--- config.mk ---
export PLATFORM = sky130hd
export DESIGN_NAME = rst_heartbeat_ctrl
export DESIGN_NICKNAME = d
export VERILOG_FILES = /design/src/rtl/rst_heartbeat_pkg.sv /design/src/rtl/rst_heartbeat_ctrl_sync_debounce.sv /design/src/rtl/rst_heartbeat_ctrl.sv
export SDC_FILE = /design/constraint.sdc
export NUM_CORES = 1
export LEC_CHECK = 0
export ABC_CLOCK_PERIOD_IN_PS = 2730
export CAP_MARGIN = 10
export CORE_ASPECT_RATIO = 1.5
export CORE_MARGIN = 2
export CORE_UTILIZATION = 56
export DETAILED_ROUTE_END_ITERATION = 7
export GPL_TIMING_DRIVEN = 0
export PLACE_DENSITY = 0.73
export SLEW_MARGIN = 20
export SYNTH_ARGS = -nofsm -noshare
export SYNTH_HDL_FRONTEND = slang
export SYNTH_HIERARCHICAL = 1
export SYNTH_SLANG_ARGS = --single-unit
--- constraint.sdc ---
create_clock -name clk_sys_i -period 2.73 [get_ports clk_sys_i]
set_clock_uncertainty 0.1 [all_clocks]
set_input_delay 0.819 -clock clk_sys_i [delete_from_list [all_inputs] [get_ports clk_sys_i]]
set_output_delay 0.819 -clock clk_sys_i [all_outputs]
set_load 0.1 [all_outputs]
--- src/rtl/rst_heartbeat_pkg.sv ---
// Shared types for the board reset sequencer: FSM states, heartbeat modes
// and the helper that resolves the effective heartbeat mode.
package rst_heartbeat_pkg;

    typedef enum logic [1:0] {
        ST_POR     = 2'd0,
        ST_HOLD    = 2'd1,
        ST_RELEASE = 2'd2,
        ST_RUN     = 2'd3
    } state_e;

    typedef enum logic [1:0] {
        HB_OFF   = 2'd0,
        HB_SLOW  = 2'd1,
        HB_SOLID = 2'd2,
        HB_FAST  = 2'd3
    } hb_mode_e;

    localparam logic BtnReleased = 1'b1;

    // A halted core forces the fast blink so it is visible on the board.
    function automatic hb_mode_e eff_mode(input logic halted, input logic [1:0] mode);
        return halted ? HB_FAST : hb_mode_e'(mode);
    endfunction

endpackage

--- src/rtl/rst_heartbeat_ctrl_sync_debounce.sv ---
// Two-flop synchroniser on the raw reset button followed by a debounce
// counter; o_level is the accepted (debounced) active-low button level.
module sync_debounce
    import rst_heartbeat_pkg::*;
#(
    parameter int DebounceCycles = 16,
    parameter int CntWidth       = 32
) (
    input  logic i_clk,
    input  logic i_rst_n,
    input  logic i_pin_n,
    output logic o_level
);

    localparam logic [CntWidth-1:0] DbTerm = CntWidth'(DebounceCycles - 1);

    logic                r_sync1;
    logic                r_sync2;
    logic                r_level;
    logic [CntWidth-1:0] r_cnt;

    // Synchroniser and debounce: a change is accepted after DebounceCycles differing samples.
    always_ff @(posedge i_clk) begin
        if (!i_rst_n) begin
            r_sync1 <= BtnReleased;
            r_sync2 <= BtnReleased;
            r_level <= BtnReleased;
            r_cnt   <= '0;
        end else begin
            r_sync1 <= i_pin_n;
            r_sync2 <= r_sync1;
            if (r_sync2 == r_level) begin
                r_cnt <= '0;
            end else if (r_cnt == DbTerm) begin
                r_level <= r_sync2;
                r_cnt   <= '0;
            end else begin
                r_cnt <= r_cnt + CntWidth'(1);
            end
        end
    end

    assign o_level = r_level;

endmodule

--- src/rtl/rst_heartbeat_ctrl.sv ---
// Board reset sequencer: POR hold, staggered in-order release of the reset
// outputs, button/software re-reset via HOLD, and the status-LED heartbeat.
module rst_heartbeat_ctrl
    import rst_heartbeat_pkg::*;
#(
    parameter int NumRstOut      = 3,
    parameter int PorCycles      = 200,
    parameter int HoldCycles     = 200,
    parameter int StaggerCycles  = 8,
    parameter int DebounceCycles = 16,
    parameter int HbHalfPeriod   = 5000000,
    parameter int CntWidth       = 32
) (
    input  logic                 clk_sys_i,
    input  logic                 rst_sys_ni,
    input  logic                 ext_rst_ni,
    input  logic                 sw_rst_req_i,
    input  logic                 halted_i,
    input  logic [1:0]           hb_mode_i,
    output logic [NumRstOut-1:0] rst_no,
    output logic                 rst_done_o,
    output logic                 hb_led_o
);

    localparam int IdxW = (NumRstOut > 1) ? $clog2(NumRstOut) : 1;
    localparam logic [CntWidth-1:0]  PorTerm  = CntWidth'(PorCycles - 1);
    localparam logic [CntWidth-1:0]  HoldTerm = CntWidth'(HoldCycles - 1);
    localparam logic [CntWidth-1:0]  StgTerm  = CntWidth'(StaggerCycles - 1);
    localparam logic [CntWidth-1:0]  SlowTerm = CntWidth'(HbHalfPeriod - 1);
    localparam logic [CntWidth-1:0]  FastTerm = CntWidth'(HbHalfPeriod / 8 - 1);
    localparam logic [IdxW-1:0]      LastIdx  = IdxW'(NumRstOut - 1);
    localparam logic [NumRstOut-1:0] Bit0     = NumRstOut'(1);

    logic                 w_btn_n;
    logic                 w_abort;
    state_e               r_state, w_state_nxt;
    logic [CntWidth-1:0]  r_cnt, w_cnt_nxt;
    logic [IdxW-1:0]      r_idx, w_idx_nxt;
    logic [NumRstOut-1:0] r_rst_n, w_rst_n_nxt;
    logic                 r_done, w_done_nxt;
    hb_mode_e             r_hb_mode, w_eff_mode;
    logic [CntWidth-1:0]  r_hb_cnt, w_hb_cnt_nxt, w_hb_term;
    logic                 r_hb_led, w_hb_led_nxt;

    sync_debounce #(
        .DebounceCycles(DebounceCycles),
        .CntWidth      (CntWidth)
    ) u_sync_debounce (
        .i_clk  (clk_sys_i),
        .i_rst_n(rst_sys_ni),
        .i_pin_n(ext_rst_ni),
        .o_level(w_btn_n)
    );

    assign w_abort = !w_btn_n || sw_rst_req_i;

    // Sequencer next state: one shared counter serves POR, HOLD and the stagger gap.
    always_comb begin
        w_state_nxt = r_state;
        w_cnt_nxt   = r_cnt;
        w_idx_nxt   = r_idx;
        w_rst_n_nxt = r_rst_n;
        w_done_nxt  = r_done;
        case (r_state)
            ST_POR: begin
                if (r_cnt == PorTerm) begin
                    w_state_nxt = ST_RELEASE;
                    w_cnt_nxt   = '0;
                    w_idx_nxt   = '0;
                end else begin
                    w_cnt_nxt = r_cnt + CntWidth'(1);
                end
            end
            ST_HOLD: begin
                w_rst_n_nxt = '0;
                w_done_nxt  = 1'b0;
                w_idx_nxt   = '0;
                if (w_abort) begin
                    w_cnt_nxt = '0;
                end else if (r_cnt == HoldTerm) begin
                    w_state_nxt = ST_RELEASE;
                    w_cnt_nxt   = '0;
                end else begin
                    w_cnt_nxt = r_cnt + CntWidth'(1);
                end
            end
            ST_RELEASE: begin
                // A request on the final release edge still wins, so done never pulses.
                if (w_abort) begin
                    w_state_nxt = ST_HOLD;
                    w_cnt_nxt   = '0;
                    w_idx_nxt   = '0;
                    w_rst_n_nxt = '0;
                    w_done_nxt  = 1'b0;
                end else if (r_cnt == StgTerm) begin
                    w_cnt_nxt   = '0;
                    w_rst_n_nxt = r_rst_n | (Bit0 << r_idx);
                    if (r_idx == LastIdx) begin
                        w_state_nxt = ST_RUN;
                        w_done_nxt  = 1'b1;
                    end else begin
                        w_idx_nxt = r_idx + IdxW'(1);
                    end
                end else begin
                    w_cnt_nxt = r_cnt + CntWidth'(1);
                end
            end
            ST_RUN: begin
                w_cnt_nxt = '0;
                if (w_abort) begin
                    w_state_nxt = ST_HOLD;
                    w_idx_nxt   = '0;
                    w_rst_n_nxt = '0;
                    w_done_nxt  = 1'b0;
                end else begin
                    w_state_nxt = ST_RUN;
                end
            end
            default: begin
                w_state_nxt = ST_POR;
                w_cnt_nxt   = '0;
                w_idx_nxt   = '0;
                w_rst_n_nxt = '0;
                w_done_nxt  = 1'b0;
            end
        endcase
    end

    assign w_eff_mode = eff_mode(halted_i, hb_mode_i);
    assign w_hb_term  = (w_eff_mode == HB_FAST) ? FastTerm : SlowTerm;

    // Heartbeat next state: held at LED on outside RUN, including the exit cycle.
    always_comb begin
        w_hb_cnt_nxt = r_hb_cnt;
        w_hb_led_nxt = r_hb_led;
        if ((r_state != ST_RUN) || (w_state_nxt != ST_RUN)) begin
            w_hb_cnt_nxt = '0;
            w_hb_led_nxt = 1'b1;
        end else if (w_eff_mode != r_hb_mode) begin
            w_hb_cnt_nxt = '0;
            w_hb_led_nxt = (w_eff_mode != HB_OFF);
        end else begin
            case (w_eff_mode)
                HB_OFF: begin
                    w_hb_cnt_nxt = '0;
                    w_hb_led_nxt = 1'b0;
                end
                HB_SOLID: begin
                    w_hb_cnt_nxt = '0;
                    w_hb_led_nxt = 1'b1;
                end
                HB_SLOW, HB_FAST: begin
                    if (r_hb_cnt == w_hb_term) begin
                        w_hb_cnt_nxt = '0;
                        w_hb_led_nxt = !r_hb_led;
                    end else begin
                        w_hb_cnt_nxt = r_hb_cnt + CntWidth'(1);
                    end
                end
                default: begin
                    w_hb_cnt_nxt = '0;
                    w_hb_led_nxt = 1'b1;
                end
            endcase
        end
    end

    // State and output registers.
    always_ff @(posedge clk_sys_i) begin
        if (!rst_sys_ni) begin
            r_state   <= ST_POR;
            r_cnt     <= '0;
            r_idx     <= '0;
            r_rst_n   <= '0;
            r_done    <= 1'b0;
            r_hb_mode <= HB_OFF;
            r_hb_cnt  <= '0;
            r_hb_led  <= 1'b1;
        end else begin
            r_state   <= w_state_nxt;
            r_cnt     <= w_cnt_nxt;
            r_idx     <= w_idx_nxt;
            r_rst_n   <= w_rst_n_nxt;
            r_done    <= w_done_nxt;
            r_hb_mode <= w_eff_mode;
            r_hb_cnt  <= w_hb_cnt_nxt;
            r_hb_led  <= w_hb_led_nxt;
        end
    end

    assign rst_no     = r_rst_n;
    assign rst_done_o = r_done;
    assign hb_led_o   = r_hb_led;

endmodule

* Yosys cells after proc, flatten, opt, wreduce, memory -nomap -nowiden
Index checks and enable logic that the tools add are counted.
** Word-level totals
- Bits in registers :: 110
- Bits of input ports :: 7
- Output and inout bits :: 5
- Word-level logic and storage cells :: 92
** Cells by class
- Add/subtract/negate cells :: 4
- Eq/ne operators :: 21
- Shift operators :: 1
- Multiplexer cells :: 34
- Bitwise gates (word level) :: 3
- Reduce and logical (&&, ||, !) cells :: 17
** Operators by type and width (count)
- $mux W32 :: 5
- $pmux W32 S4 :: 1
- $add A32 B1 Y32 const B :: 3
- $pmux W32 S2 :: 1
- $eq A32 B23 Y1 :: 1
- $eq A32 B3 Y1 const B :: 1
- $eq A32 B4 Y1 const B :: 1
- $eq A32 B8 Y1 const B :: 1
- $mux W2 :: 12
- $mux W23 :: 1
- $pmux W2 S4 :: 2
- $ne A3 B3 Y1 const B :: 4
- $eq A2 B2 Y1 const B :: 5
- $mux W3 :: 3
- $pmux W3 S3 :: 1
- $ne A2 B2 Y1 const B :: 4
- $reduce_and A4 Y1 :: 2
- $mux W1 :: 6
- $pmux W1 S3 :: 2
- $reduce_or A2 Y1 :: 3
- $reduce_or A3 Y1 :: 2
- $eq A2 B1 Y1 const B :: 2
- $logic_not A2 Y1 :: 2
- $or A3 B3 Y3 :: 1
- 11 further kinds :: 14

* Logic depth before layout (Yosys ltp)
Gate-level depths: netlist (run 1).
- Word-level depth :: 8
- Depth in mapped cells :: 8

* Cells and area by module
Netlist (run 1), hierarchy kept.
** By module, submodules not included
- rst_heartbeat_ctrl :: instances 1, cells an instance 409, area an instance 3568.4 um2, seq. area each 1501.4 um2
- sync_debounce :: instances 1, cells an instance 188, area an instance 1616.6 um2, seq. area each 700.7 um2

* Least setup slack after synthesis (run 1)
OpenSTA, ideal clock, no wires.
- Kind :: in2reg
- From :: input port hb_mode_i[1]
- To :: register r_hb_cnt[29]
- Arrival :: 2270 ps
- Path slack :: 245 ps
- Stages :: 7
- Buffers on the path :: 2
- Path through :: a21o_2 > or4_4 > a2111oi_4 > or3_1 > buf_6 > buf_12 > nor2_2
** On the way
- Word-level cells in the longest chain between the ends :: 6
- Elaborated cells on any way between the ends :: 13
** Ends and longest elaborated chain
- start: declaration :: line rst_heartbeat_ctrl.sv:19 : input logic [1:0] hb_mode_i,
- $mux W2 (*) :: line rst_heartbeat_pkg.sv:23 : return halted ? HB_FAST : hb_mode_e'(mode);
- $eq A2 B2 Y1 :: line rst_heartbeat_ctrl.sv:130, rst_heartbeat_ctrl.sv:143
- $mux W23 :: line rst_heartbeat_ctrl.sv:130 : assign w_hb_term = (w_eff_mode == HB_FAST) ? FastTerm : SlowTerm;
- $eq A32 B23 Y1 :: line rst_heartbeat_ctrl.sv:153 : if (r_hb_cnt == w_hb_term) begin
- $mux W32 :: line rst_heartbeat_ctrl.sv:153
- $pmux W32 S2 :: line rst_heartbeat_ctrl.sv:143 : case (w_eff_mode)
- end signal: assignment :: line rst_heartbeat_ctrl.sv:186 : r_hb_cnt <= w_hb_cnt_nxt;
- end: declaration :: line rst_heartbeat_ctrl.sv:42 : logic [CntWidth-1:0] r_hb_cnt, w_hb_cnt_nxt, w_hb_term;
Every way passes the cells marked *; elsewhere a longest branch is shown, timed or not.
A chain may end at the register's enable or synchronous reset.

* Final worst setup path (run 1)
- From :: input port hb_mode_i[1]
- To :: register r_hb_cnt[13]
The elaborated chain is that of the path after synthesis.

==> results.cfg, run 1 <==
[floorplan]
die_y_um = 122
rows = 43
core_um2 = 9150
dieArea_um2 = 10100
die_w_um = 82.6
pin_count = 12
start_util = 0.567

[layout]
fin_area_um2 = 5770
fill_cells = 798
finalNetCount = 633
layout-drive-gt1-share = 0.0864
syn_to_final_growth_pct = 11.4
instances_no_fill = 737
mostFrequentLayoutCell = dfxtp_1
final_cell_mix = dfxtp_1 (110), nor2_1 (82), xor2_1 (59), nand3_1 (42), nand4_1 (41)
antenna_cells = 0

[place]
hpwl_mm = 8.03
gp_congestion = 0.874
dp_cells = 720
placed_cell_area_um2 = 5440
preCtsSetupSlack_ns = -0.434
portBuffers = 11

[routing]
vias_per_cell = 6.02
route.detailed.drc = 0
wl_mm = 11.2
ant_nets = 0
drt_iter0_drc = 219
wl_per_cell_um = 15.3
vias = 4435
drt_pass1_iterations = 5

[power_and_ir_drop]
max-vdd-ir-drop_mv = 0.387
power_switching_mw = 0.629
p_per_area_nw_per_um2 = 536
netSwitchingFraction = 0.203
p_int_mw = 2.46
p_clk_frac = 0.461
combPwrFrac = 0.016
p_seq_frac = 0.522
leakage_nw = 1.93

[cts]
htreeDepth = 3
clk_pin_slew_worst_paths_ns = 0.07
cts_tree = yes
cts_root_buf = clkbuf_16
clockBufferDepth = 2
insertion_delay_ns = 0.35
clock-sinks = 110
numCtsBuffers = 9
hold_buffers = 0

[synthesis]
synth_cell_type_count = 47
synth_area_per_cell_um2 = 8.69
synth_area_leaders = dfxtp_1 (42%), xor2_1 (10%), nor2_1 (5.9%)
synth.largest_area_cell = dfxtp_1
async_reset_ff_frac = 0
synth_enable_flop_cells = 0
synth_seq_cells = 110
yosysSeqAreaShare = 0.425
netlist_instances = 597
yosys_warnings = 6
synth_area_um2 = 5180
syn_nets = 610
synth_ff_type = dfxtp_1
synth_top_area_share = 0.425

[timing]
finalCriticalPeriod_ns = 2.59
rsz0062_at_grt = false
maxClockFrequency_mhz = 386
hold_viol = 0
setup_viol = 0
relSlewSlack = 0.354
period_share = 0.949
drv_slew = 0
timing.final.ws_setup_ns = 0.138
worst_pin_slew_ns = 0.972

[critical_path]
end_kind = flop
crit_end = r_hb_cnt[13]
crit_arrival_ns = 2.74
crit_type = in -> reg
r2r_cells = 7
rr_startpoint = u_sync_debounce/r_cnt[0]
reg2reg_slack_ns = 0.21
required_ns = 2.88
worstSetupStartpoint = hb_mode_i[1]
critPathMaxFanout = 10
critPathLaunchType = input pin
r2r-end = u_sync_debounce/r_cnt[12]

[global_routing]
grt_max_degree = 19
grt_first_pass_wirelength_mm = 19.0
use_met2 = 0.430
grt_use_met3 = 0.0393
first_global_vias = 4235
antenna_found_initial = 0
grt_util_met1 = 0.269
track_usage = 0.239
grt-ovfl-total = 0
busiest_layer = met2

[worst_hold_path]
hold_path.class = reg -> reg

[run_status]
outcome = finished, final reports clean

[job]
max-cap-violations = 0
-- state kept, by name, summed over array words and instances, names as in the netlist --
register and cells:
hb_led_o 1, r_cnt 32, r_hb_cnt 32, r_hb_mode 2, r_idx 2, r_state 2
rst_done_o 1, rst_no 3, u_sync_debounce/o_level 1, u_sync_debounce/r_cnt 32, u_sync_debounce/r_sync1 1, u_sync_debounce/r_sync2 1
-- metrics by stage --
step	utilization	total power [mW]	TNS [ns]	hold slack, ns
6_report	0.631	3.09	0	0.317
5_1_grt	0.631	3.19	0	0.362
4_1_cts	0.630	3.13	0	0.322
3_5_place_dp	0.594	1.70	-18.27	0.306
3_3_place_gp	0.594	1.70	-16.65	0.299
2_1_floorplan	-	1.68	0	0.286
-- synthesized netlist by cell type (4+ instances only) --
cell type,instances
o21ai_0,10
nor2_2,12
buf_6,4
nor3_1,9
and3_1,15
a21oi_1,24
dfxtp_1,110
and4_1,10
nor2_1,82
xor2_1,59
nand2_1,34
nand4_1,41
xnor2_1,15
clkbuf_1,15
nand2b_1,5
o31ai_1,11
ha_1,6
or4_1,12
and2_1,5
or3_1,10
nor4_1,20
buf_2,6
inv_1,10
nand3_1,42
-- kinds of logic after synthesis --
| logic type | share of synthesized area |
|---|---|
| buf+inv | 0.0374 |
| compound gates | 0.0799 |
| fa+ha+maj | 0.0145 |
| simple gates | 0.319 |
| xor+xnor | 0.125 |
| flops | 0.425 |
-- area by class of cell --
cell class | instances | area [um2] | area share
Buffer | 27 | 160 | 0.0277
Clock buffer | 10 | 239 | 0.0414
Clock inverter | 6 | 92.6 | 0.0160
Inverter | 10 | 37.5 | 0.00650
Multi-Input combinational cell | 450 | 2800 | 0.484
Sequential cell | 110 | 2200 | 0.381
Tap cell | 112 | 140 | 0.0243
Timing Repair Buffer | 12 | 108 | 0.0186
-- routing by layer --
| layer | vias to the layer above | share of wire |
|---|---|---|
| li1 | 2184 | - |
| met1 | 2134 | 0.42 |
| met2 | 93 | 0.53 |
| met3 | 24 | 0.028 |
| met4 | 0 | 0.026 |
| met5 | - | 0 |
-- critical path, stage by stage --
cell           delay, ns
dlygate4sd2_1       0.28
a21o_2              0.24
or4_4               0.49
a2111oi_4           0.40
or3_1               0.18
buf_6               0.12
buf_6               0.14
nor2_1              0.06
-- power groups by stage --
stage	sequential (mW)	clock [mW]	combinational (mW)
after global routing	1.62	1.52	0.0564
after CTS	1.62	1.47	0.0502
after global placement	1.65	0	0.0494
after floorplan	1.65	0	0.0301
final	1.62	1.43	0.0503
after detailed placement	1.65	0	0.0510
-- what timing repair did --
item,in CTS,in global routing
buffers inserted,1,0
resized for setup,8,7
setup endpoints to repair,35,63
pin swaps,2,0
-- how the worst min path moves through the flow --
stage	from	end	slack (ns)	cells after the start
3_5_place_dp	u_sync_debounce/r_sync1	u_sync_debounce/r_sync2	0.31	1
5_1_grt	u_sync_debounce/r_sync1	u_sync_debounce/r_sync2	0.36	1
3_3_place_gp	u_sync_debounce/r_sync1	u_sync_debounce/r_sync2	0.30	1
4_1_cts	u_sync_debounce/r_sync1	u_sync_debounce/r_sync2	0.32	1
2_1_floorplan	u_sync_debounce/r_sync1	u_sync_debounce/r_sync2	0.29	1
6_report	u_sync_debounce/r_sync1	u_sync_debounce/r_sync2	0.32	1
(Power assumes the default switching activity.)
==> run 2: changes to the inputs <==
- SLEW_MARGIN: 20 -> not set
==> results of run 2 <==
No change in the layout: final DEF, timing and power equal those of run 1.
==> run 3: changes to the inputs <==
- CAP_MARGIN: 10 -> 20
==> results of run 3 <==
No change in the layout: final DEF, timing and power equal those of run 1.
